--- src/rtl/disp_chan_scan.sv ---
// Display-channel selector: muxes the channel-0 latch, test channels and a register tap onto one registered word.
// Defining DISP_AUTOSCAN_EN adds an auto-scan mode (ctrl[4:0]=5'h1F) that rotates through channels every DWELL_CYC clocks.
module disp_chan_scan #(
    parameter int                 DATA_W    = 32,
    parameter int                 N_CH      = 8,
    parameter int                 DWELL_CYC = 50_000_000,
    parameter logic [DATA_W-1:0]  INIT_VAL  = 32'hAA5555AA,
    parameter logic [DATA_W-1:0]  BLANK_VAL = 32'hFFFFFFFF
) (
    input  logic                     clk,
    input  logic                     rst_n,
    input  logic                     wr_en,
    input  logic [DATA_W-1:0]        wr_data,
    input  logic [5:0]               ctrl,
    input  logic [N_CH*DATA_W-1:0]   ch_data,
    input  logic [DATA_W-1:0]        reg_data,
    input  logic                     scan_hold,
    output logic [DATA_W-1:0]        seg7_data,
    output logic [4:0]               cur_ch,
    output logic                     ch_chg
);

    localparam int CNT_W = $clog2(DWELL_CYC);

    logic [DATA_W-1:0] r_latch;
    logic [DATA_W-1:0] w_selData;
    logic [DATA_W-1:0] w_chWord;
    logic [4:0]        w_selCh;
    logic [4:0]        w_chIdx;
    logic              w_useCh;
    logic              w_unused;

    always_ff @(posedge clk) begin
        if (!rst_n) begin
            r_latch <= INIT_VAL;
        end else if (wr_en) begin
            r_latch <= wr_data;
        end
    end

`ifdef DISP_AUTOSCAN_EN
    logic [4:0]       r_scanCh;
    logic [CNT_W-1:0] r_dwellCnt;
    logic             w_scanMode;

    assign w_scanMode = !ctrl[5] && (ctrl[4:0] == 5'h1F);
    assign w_unused   = ^ch_data[DATA_W-1:0];

    // Outside scan mode the scan state is parked at zero so every entry starts on channel 0 with a full dwell.
    always_ff @(posedge clk) begin
        if (!rst_n || !w_scanMode) begin
            r_scanCh   <= '0;
            r_dwellCnt <= '0;
        end else if (!scan_hold) begin
            if (r_dwellCnt == CNT_W'(DWELL_CYC - 1)) begin
                r_dwellCnt <= '0;
                r_scanCh   <= (r_scanCh == 5'(N_CH - 1)) ? 5'd0 : r_scanCh + 5'd1;
            end else begin
                r_dwellCnt <= r_dwellCnt + CNT_W'(1);
            end
        end
    end
`else
    assign w_unused = ^{scan_hold, ch_data[DATA_W-1:0]};
`endif

    always_comb begin
        w_selData = BLANK_VAL;
        w_selCh   = 5'h1F;
        w_chIdx   = ctrl[4:0];
        w_useCh   = 1'b0;
        if (ctrl[5]) begin
            w_selData = reg_data;
        end
`ifdef DISP_AUTOSCAN_EN
        else if (ctrl[4:0] == 5'h1F) begin
            w_chIdx = r_scanCh;
            w_useCh = 1'b1;
        end
`endif
        else if (ctrl[4:0] < 5'(N_CH)) begin
            w_useCh = 1'b1;
        end
        if (w_useCh) begin
            w_selData = w_chWord;
            w_selCh   = w_chIdx;
        end
    end

    // Constant-index loop avoids a variable part-select into the packed channel bus.
    always_comb begin
        w_chWord = BLANK_VAL;
        if (w_chIdx == 5'd0) begin
            w_chWord = r_latch;
        end
        for (int i = 1; i < N_CH; i++) begin
            if (w_chIdx == 5'(i)) begin
                w_chWord = ch_data[i*DATA_W +: DATA_W];
            end
        end
    end

    always_ff @(posedge clk) begin
        if (!rst_n) begin
            seg7_data <= INIT_VAL;
            cur_ch    <= 5'd0;
            ch_chg    <= 1'b0;
        end else begin
            seg7_data <= w_selData;
            cur_ch    <= w_selCh;
            ch_chg    <= (w_selCh != cur_ch);
        end
    end

endmodule

--- config.mk ---
export PLATFORM = sky130hd
export DESIGN_NAME = disp_chan_scan
export DESIGN_NICKNAME = d
export VERILOG_FILES = /design/src/rtl/disp_chan_scan.sv
export SDC_FILE = /design/constraint.sdc
export NUM_CORES = 1
export LEC_CHECK = 0
export BUFFER_PORTS_ARGS = -buffer_cell sky130_fd_sc_hd__buf_4
export CELL_PAD_IN_SITES_DETAIL_PLACEMENT = 0
export CELL_PAD_IN_SITES_GLOBAL_PLACEMENT = 2
export CORE_MARGIN = 8
export CORE_UTILIZATION = 22
export CTS_CLUSTER_SIZE = 28
export DETAILED_ROUTE_END_ITERATION = 8
export GPL_ROUTABILITY_DRIVEN = 1
export PLACE_DENSITY_LB_ADDON = 0.1
export SLEW_MARGIN = 5
export SYNTH_ARGS = -nofsm -noshare
export SYNTH_HDL_FRONTEND = slang
export SYNTH_SLANG_ARGS = --single-unit
--- constraint.sdc ---
create_clock -name clk -period 4.9 [get_ports clk]
set_input_delay 1.225 -clock clk [delete_from_list [all_inputs] [get_ports clk]]
set_output_delay 1.225 -clock clk [all_outputs]
set_load 0.01 [all_outputs]
==> results.toml, run 1 <==
[status]
outcome = "finished clean"

[synthesis]
syn_nets = 895
synth_cells = 565
yosysSeqAreaShare_pct = 29.3
synth_ff_type = "dfxtp_1"
synthDistinctLibCells = 52
ys_ff_latch = 70
synth_area_per_cell_um2 = 8.46
synth_edf_count = 0
ys_warn_count = 0
synth_area_um2 = 4780
postSynth.asyncResetShare_pct = 0

[sta]
slew_viol_final = 0
maxSlewHeadroom_pct = 26.4
tightest_slew_ps = 1100
finalSetupViolations = 0
min_period_ps = 3220
fmax_mhz = 311
tns_ps = 0
timing.final.crit_share_pct = 65.7
hold_viol = 0
finalWorstSetupSlack_ps = 1680
clock_skew_ps = 6.00
rsz0062_at_grt = "false"

[clock_tree]
cts_resized = 0
cts_hold_buf = 0
root_buffer = "clkbuf_16"
clock_path_buffers = 2
cts.sinks = 70
cts.clk_slew.worst_paths_ps = 60
h-tree-depth = 3
post_cts_buffers = 0
cts_tree = "yes"
cts_buffers = 9
clk_latency_ps = 340

[critical_path]
startpoint = "ctrl[0]"
worst_setup_path_start_kind = "input pin"
cp_max_fo = 70
arrival_ps = 3430
critPathCaptureType = "register"
r2r_slack_ps = 3470
critPathKind = "in2reg"
crit_required_ps = 5110
reg2reg_from = "cur_ch[0]"

[place]
dp_hpwl_mm = 20.2
place_ws_ps = 1320
post_dp_cell_area_um2 = 7380
placed_cells = 1125
gp_congestion = 0.794
portBuffers = 334

[final_layout]
drive_above_1_share_pct = 46.2
multi_input_area_um2 = 3060
syn_to_final_growth_pct = 60.8
regArea_um2 = 1400
final_cell_area_um2 = 7680
diodes = 0
n_fill_cell = 2342
instances_no_fill = 1141
fin_nets = 1186

[flow_run]
drv_cap = 0

[global_routing]
grt_max_degree = 72
grt_antenna_before_repair = 3
first_global_vias = 6031
overflow = 0
gr-usage-all-layers_pct = 18.9
grt_pass1_wl_mm = 37.9

[floorplan]
coreArea_um2 = 21600
pin_count = 368
die_h_um = 163
die_x_um = 163
num_rows = 54
die-area_um2 = 26700
start_util_pct = 22.2

[min_path]
holdCritPathClass = "reg2reg"
min_from = "r_latch[5]"

[power]
vdd_ir_drop_max_v = 0.000162
cellLeakagePower_uw = 0.00351
power_density_nw_per_um2 = 233
power.total_uw = 1790

[route]
route.detailed.drc = 0
drtIter0Drc = 254
postRouteAntennaNets = 0
drt_wl_total_mm = 26.3
routedWlPerCell_um = 23.0
drt_first_pass_iters = 9
vias = 5690
post_drt_via_cell_ratio = 4.99
==> sequential cells by signal (all words and copies together) (netlist names) <==
| name | count |
|---|---|
| r_latch | 32 |
| ch_chg | 1 |
| seg7_data | 32 |
| cur_ch | 5 |
==> cells in the mapped netlist, types with 2 or more instances <==
master / count / area (um^2)
o22ai_1: 47 / 294
o21ai_0: 28 / 140
o221ai_1: 31 / 272
a211oi_1: 7 / 52.6
o21ai_1: 12 / 60.1
mux2i_1: 33 / 330
nand3b_1: 2 / 15.0
or2_2: 3 / 18.8
and2_1: 2 / 12.5
o211a_1: 13 / 130
buf_4: 7 / 52.6
buf_2: 26 / 130
inv_1: 2 / 7.51
dfxtp_1: 70 / 1400
nand2_1: 34 / 128
nor2b_1: 34 / 213
nor3_1: 9 / 45.0
a21oi_1: 34 / 170
o21a_1: 3 / 22.5
or3b_1: 2 / 17.5
o211ai_1: 6 / 45.0
mux2_2: 32 / 360
a2bb2oi_1: 11 / 96.3
nand3_1: 3 / 15.0
clkbuf_1: 24 / 90.1
nand2b_1: 18 / 113
o221ai_2: 2 / 30.0
nor4_1: 2 / 12.5
buf_6: 2 / 22.5
a211o_1: 16 / 140
or3_1: 11 / 68.8
nor2_1: 17 / 63.8
o311ai_0: 2 / 17.5
buf_1: 2 / 7.51
==> worst max-delay path: stages <==
cell and delay [ps]:
buf_4 610, nand2b_4 90, or2_1 580, buf_4 380
or3_1 330, o211ai_1 100, a21oi_1 60
==> path summary, 6_finish.rpt <==
path,cells past startpoint,endpoint
max,7,seg7_data[30]
min,2,r_latch[5]
max reg2reg,4,ch_chg
min reg2reg,2,r_latch[5]
==> power breakdown <==
group | switching [uW] | leakage, uW | total, uW | internal [uW]
sequential | 16.4 | 0.000582 | 622 | 606
combinational | 205 | 0.00279 | 486 | 281
clock | 286 | 0.000136 | 685 | 399
total | 508 | 0.00351 | 1790 | 1290
==> cells in the final DEF (no fill, tap or decap), drive strengths merged, types with 11 or more instances in the layout <==
cell type and n:
buf 342, dfxtp 70, o22ai 47, o21ai 40, nand2 34, nor2b 34
a21oi 34, mux2i 33, o221ai 33, mux2 32, nand2b 19, nor2 17
a211o 16, o211a 13, or3 11, a2bb2oi 11
==> logic make-up (layout without fill, tap and decap cells) <==
family | count (synthesis) | in the layout | share of synthesized area [%]
and+or+nand+nor | 143 | 143 | 16.4
buffers and inverters | 64 | 360 | 6.81
muxes | 66 | 66 | 15.0
AOI/OAI and AO/OA | 221 | 221 | 32.3
xor gates and xnor gates | 1 | 1 | 0.183
DFF | 70 | 70 | 29.3
==> metal layers <==
layer / up-vias / GRT usage [%] / share of wire, %
met3: 35 / 5.97 / 8.3
met5: - / 0 / 0.16
li1: 2744 / - / -
met2: 227 / 30.6 / 48
met1: 2678 / 23.6 / 42
met4: 6 / 5.25 / 2.1
==> stage by stage <==
stage	utilization, %	hold WS (ps)
4_1_cts	35.6	465
5_1_grt	35.6	490
3_5_place_dp	34.3	447
2_1_floorplan	-	432
3_3_place_gp	34.3	447
6_report	35.6	464
==> layout make-up <==
class	count	area share, %
Clock buffer	10	2.98
Clock inverter	6	0.912
Inverter	2	0.0977
Multi-Input combinational cell	431	39.8
Sequential cell	70	18.2
Tap cell	280	4.56
Timing Repair Buffer	342	33.4
(Power assumes the default switching activity.)
==> inputs of run 2 (changes only) <==
Settings changed: ABC_AREA set to 1, CORE_UTILIZATION 22 to 16.
Clock period 4.9 ns to 2.85 ns, I/O delays scaled along.
==> run 2 against run 1 <==
  * Via count rose by 9.3%
  * Sequential share of layout area fell by 0.97 points
  * Non-clock buffer count grew 17
  * Register-to-register slack lost 2000 ps
  * Total power up 72%
  * Synthesized area increased by 0.34%
  * Synthesized cell count rose by 41%
  * Count of clock-buffer cells in the layout unchanged
  * First-iteration DRC count up 11%
  * Wire length grew 15%
==> results.toml, run 2 <==
[status]
outcome = "finished clean"

[synthesis]
synth_edf_count = 0
synth_cells = 799
synth_ff_type = "dfxtp_1"
synth_area_per_cell_um2 = 6.00
synth_top_cell_area_share_pct = 29.2
synth.most_common_cell = "nand2_1"
ys_top_cells_by_area = "dfxtp_1 29%, nand2_1 14%, inv_1 7.7%"
yosysTopAreaCell = "dfxtp_1"
yosysSeqAreaShare_pct = 29.2
postSynth.asyncResetShare_pct = 0
synth_commonest_cells = "181 x nand2_1, 98 x inv_1, 70 x dfxtp_1, 67 x nor2_1, 55 x a21oi_1"
syn_nets = 1129
synthDistinctLibCells = 26
ys_ff_latch = 70
synth_area_um2 = 4790
ys_warn_count = 0

[clock_tree]
cts_hold_buf = 0
h-tree-depth = 3
cts.clk_slew.worst_paths_ps = 70
cts.sinks = 70
clock_path_buffers = 2
cts_resized = 0
post_cts_buffers = 0
root_buffer = "clkbuf_16"
cts_tree = "yes"
cts_buffers = 9
clk_latency_ps = 350

[route]
route.detailed.drc = 0
routedWlPerCell_um = 19.9
drt_first_pass_iters = 4
postRouteAntennaNets = 0
drtIter0Drc = 281
vias = 6222
post_drt_via_cell_ratio = 4.11
drt_wl_total_mm = 30.1

[global_routing]
top_usage_layer = "met2"
first_global_vias = 6819
use_met2_pct = 28.7
met3_usage_pct = 7.78
grtUsageMet1_pct = 17.6
overflow = 0
grt_pass1_wl_mm = 43.7
grt_antenna_before_repair = 0
gr-usage-all-layers_pct = 16.4
grt_max_degree = 35

[place]
place_ws_ps = 161
dp_hpwl_mm = 24.2
portBuffers = 334
placed_cells = 1498
gp_congestion = 0.801

[min_path]
holdCritPathClass = "reg2reg"

[critical_path]
worst_setup_path_start_kind = "input pin"
arrival_ps = 2500
cp_max_fo = 32
critPathKind = "in2reg"
critPathCaptureType = "register"
crit_required_ps = 3150

[floorplan]
die_x_um = 189
start_util_pct = 16.2
coreArea_um2 = 29600
die_h_um = 189
pin_count = 368
num_rows = 63
die-area_um2 = 35800

[sta]
timing.final.crit_share_pct = 77.3
rsz0062_at_grt = "false"
maxSlewHeadroom_pct = 56.2
fmax_mhz = 454
worst_hold_slack_ps = 452
slew_viol_final = 0
min_period_ps = 2200
tns_ps = 0
clock_skew_ps = 11.1
hold_viol = 0
finalSetupViolations = 0
finalWorstSetupSlack_ps = 647
tightest_slew_ps = 656

[power]
vdd_ir_drop_max_v = 0.000222
power_density_nw_per_um2 = 381
cellLeakagePower_uw = 0.00392

[final_layout]
drive_above_1_share_pct = 35.5
layout_common_cells = "358 x buf_4, 181 x nand2_1, 98 x inv_1"
reg_top3 = "r_latch (32), seg7_data (32), cur_ch (5)"
fin_util_pct = 27.4
instances_no_fill = 1515
fin_nets = 1449
n_fill_cell = 3433
syn_to_final_growth_pct = 69.2
final_common_cell = "buf_4"

[flow_run]
drv_cap = 0
-- run 2: cell type report --
cell class	count	area, um^2	area share (%)
multi-input combinational	570	2780	34.3
antenna	1	2.50	0.0308
inverter	109	409	5.04
sequential	70	1400	17.3
timing repair buffer	359	2710	33.4
tap	390	488	6.01
clock inverter	6	85.1	1.05
clock buffer	10	239	2.95
-- run 2: metrics by stage --
| step | total power (uW) | instance area (um^2) |
|---|---|---|
| detailed placement | 1830 | 7790 |
| global placement | 1830 | 7790 |
| global route | 3280 | 8110 |
| CTS | 3170 | 8110 |
| floorplan | 1330 | 4790 |
| finish | 3090 | 8110 |
-- run 2: cell families (layout without fill, tap and decap cells) --
kind of cell / Yosys count / count (layout) / share of synthesized area [%]
buffers and inverters: 159 / 484 / 13.0
DFF: 70 / 70 / 29.2
xor gates and xnor gates: 3 / 3 / 0.548
and+or+nand+nor: 430 / 430 / 41.9
AOI/OAI and AO/OA: 137 / 137 / 15.3
other: 0 / 1 / 0
-- run 2: where the power goes --
group	switching (uW)	internal, uW	leakage [uW]
Clock	515	789	0.000154
Combinational	321	397	0.00318
Sequential	22.3	1050	0.000584
-- run 2: worst paths after layout --
check	slack [ps]	endpoint	startpoint	cells after the start
worst min-delay path	450	r_latch[2]	r_latch[2]	2
worst max-delay path	650	seg7_data[2]	ctrl[2]	10
worst min register to register	450	r_latch[2]	r_latch[2]	2
worst max register to register	1520	seg7_data[3]	r_latch[3]	6
-- run 2: critical path, cell delays in order --
cell and delay [ps]:
buf_4 120, inv_2 60, nand2_2 130, nor2_1 60, inv_2 480, nor2_1 80
nor3_1 490, buf_4 210, nand4_1 80, nand2_1 60
-- run 2: routing by layer --
layer | vias to the layer above | routed length [um]
met3 | 19 | 3490
met5 | - | 0
met1 | 2737 | 11500
met2 | 242 | 14600
li1 | 3224 | -
met4 | 0 | 527
==> inputs of run 3 (changes only) <==
Settings changed: ABC_AREA 1 to 0, CORE_UTILIZATION 16 to 18.
Clock period 2.85 ns to 1.9 ns, I/O delays scaled along.
==> run 3 against run 2 <==
  * Combinational power is 88% higher
  * Design area grew 1.9%
  * Total power is 58% higher
  * Via count fell by 6.9%
  * Critical path depth shrank 3
  * Core utilization rose by 4.3 points
  * Sequential power rose by 50%
==> results.toml, run 3 (synthesis results as in run 1) <==
[clock_tree]
h-tree-depth = 3
clk_latency_ps = 340
cts.sinks = 70
cts.clk_slew.worst_paths_ps = 60
post_cts_buffers = 0
cts_buffers = 9
cts_resized = 0
cts_hold_buf = 0
root_buffer = "clkbuf_16"
cts_tree = "yes"
clock_path_buffers = 2

[critical_path]
critPathKind = "in2reg"
crit_required_ps = 2100
worst_setup_path_start_kind = "input pin"
cp_slowest_cell = "or3b_1"
cp_max_fo = 12
worst-path-buf-inv = 2
critPathCaptureType = "register"
startpoint = "ctrl[2]"
arrival_ps = 1870
reg2reg_to = "ch_chg"
reg2reg_from = "cur_ch[0]"
r2r_slack_ps = 520
reg2reg_depth = 4
max_stage_delay_ps = 500
crit_chain = "buf_4 > nor2b_1 > or3b_1 > buf_12 > o221ai_1 > a211o_1 > nand3_1"
cpLargestDelayFamily = "simple AND/OR/NAND/NOR gates"

[sta]
maxSlewHeadroom_pct = 60.9
timing.final.crit_share_pct = 87.4
min_period_ps = 1660
slew_viol_final = 0
hold_viol = 0
tightest_slew_ps = 586
rsz0062_at_grt = "false"
fmax_mhz = 602
finalSetupViolations = 0
clock_skew_ps = 10.3

[min_path]
worst_hold_path.num_cells = 3
min_from = "wr_data[22]"
hold_end = "r_latch[22]"
holdCritPathClass = "in2reg"

[final_layout]
fin_util_pct = 31.7
reg_top3 = "r_latch (32), seg7_data (32), cur_ch (5)"
fin_nets = 1233
drive_above_1_share_pct = 49.0
n_fill_cell = 2807
final_cell_area_um2 = 8270
multi_input_area_um2 = 3060
instances_no_fill = 1243
syn_to_final_growth_pct = 73.0
layout_common_cells = "378 x buf_4, 70 x dfxtp_1, 47 x o22ai_1"
final_common_cell = "buf_4"
diodes = 0
regArea_um2 = 1400

[route]
postRouteAntennaNets = 0
drt_first_pass_iters = 6
drt_wl_total_mm = 28.2
vias = 5792
routedWlPerCell_um = 22.7
drtIter0Drc = 259
route.detailed.drc = 0
post_drt_via_cell_ratio = 4.66

[global_routing]
top_usage_layer = "met2"
grtUsageMet1_pct = 20.5
overflow = 0
grt_pass1_wl_mm = 39.9
grt_max_degree = 54
grt_antenna_before_repair = 1
use_met2_pct = 27.5
gr-usage-all-layers_pct = 16.8
first_global_vias = 6384
met3_usage_pct = 5.29

[flow_run]
drv_cap = 0

[floorplan]
start_util_pct = 18.3
die-area_um2 = 32000
num_rows = 59
pin_count = 368
die_h_um = 179
die_x_um = 179
coreArea_um2 = 26100

[place]
post_dp_cell_area_um2 = 7940
dp_hpwl_mm = 22.9
gp_congestion = 0.811
placed_cells = 1227
portBuffers = 334

[power]
vdd_ir_drop_max_v = 0.000398
cellLeakagePower_uw = 0.00381
power_density_nw_per_um2 = 589

[status]
outcome = "finished clean"
run 3: where the power goes:
part / leakage (uW) / internal (uW) / switching, uW / total [uW]
Clock: 0.000160 / 1190 / 718 / 1910
Combinational: 0.00306 / 795 / 560 / 1350
Sequential: 0.000582 / 1560 / 44.1 / 1610
Total: 0.00381 / 3550 / 1320 / 4870
run 3: through the flow:
step	setup WS (ps)	hold slack (ps)	power [uW]	setup TNS [ps]
after floorplan	96.7	432	2180	0
after global placement	-127	451	2990	-1260
after detailed placement	-142	457	3000	-1620
after CTS	223	334	4960	0
after global routing	142	338	5120	0
final	239	348	4870	0
run 3: layout make-up:
class	count	share of cell area [%]
clock buffers	11	2.94
clock inverters	5	0.999
flip-flops and latches	70	16.9
well taps	335	5.07
multi-input cells	431	37.0
repair buffers	389	37.0
inverters	2	0.0908
run 3: per-layer routing:
layer  vias to the layer above  wire length [um]  share of wire [%]
met1                      2703             11800                 42
met3                        32              2470                8.7
li1                       2830                 -                  -
met2                       225             13200                 47
met4                         2               686                2.4
met5                         -                13              0.046
run 3: worst max path at each step:
| stage | endpoint | slack (ps) | depth (start not counted) |
|---|---|---|---|
| after detailed placement | seg7_data[7] | -140 | 7 |
| after global placement | seg7_data[7] | -130 | 7 |
| after floorplan | seg7_data[12] | 100 | 7 |
| after CTS | seg7_data[7] | 220 | 7 |
| after global routing | seg7_data[7] | 140 | 7 |
| final | seg7_data[7] | 240 | 7 |
run 3: tightest hold or removal path, delay by kind of cell:
kind          cells  cell delay (ps)
mux               1               50
buf+inv           1               70
simple gates      1               60
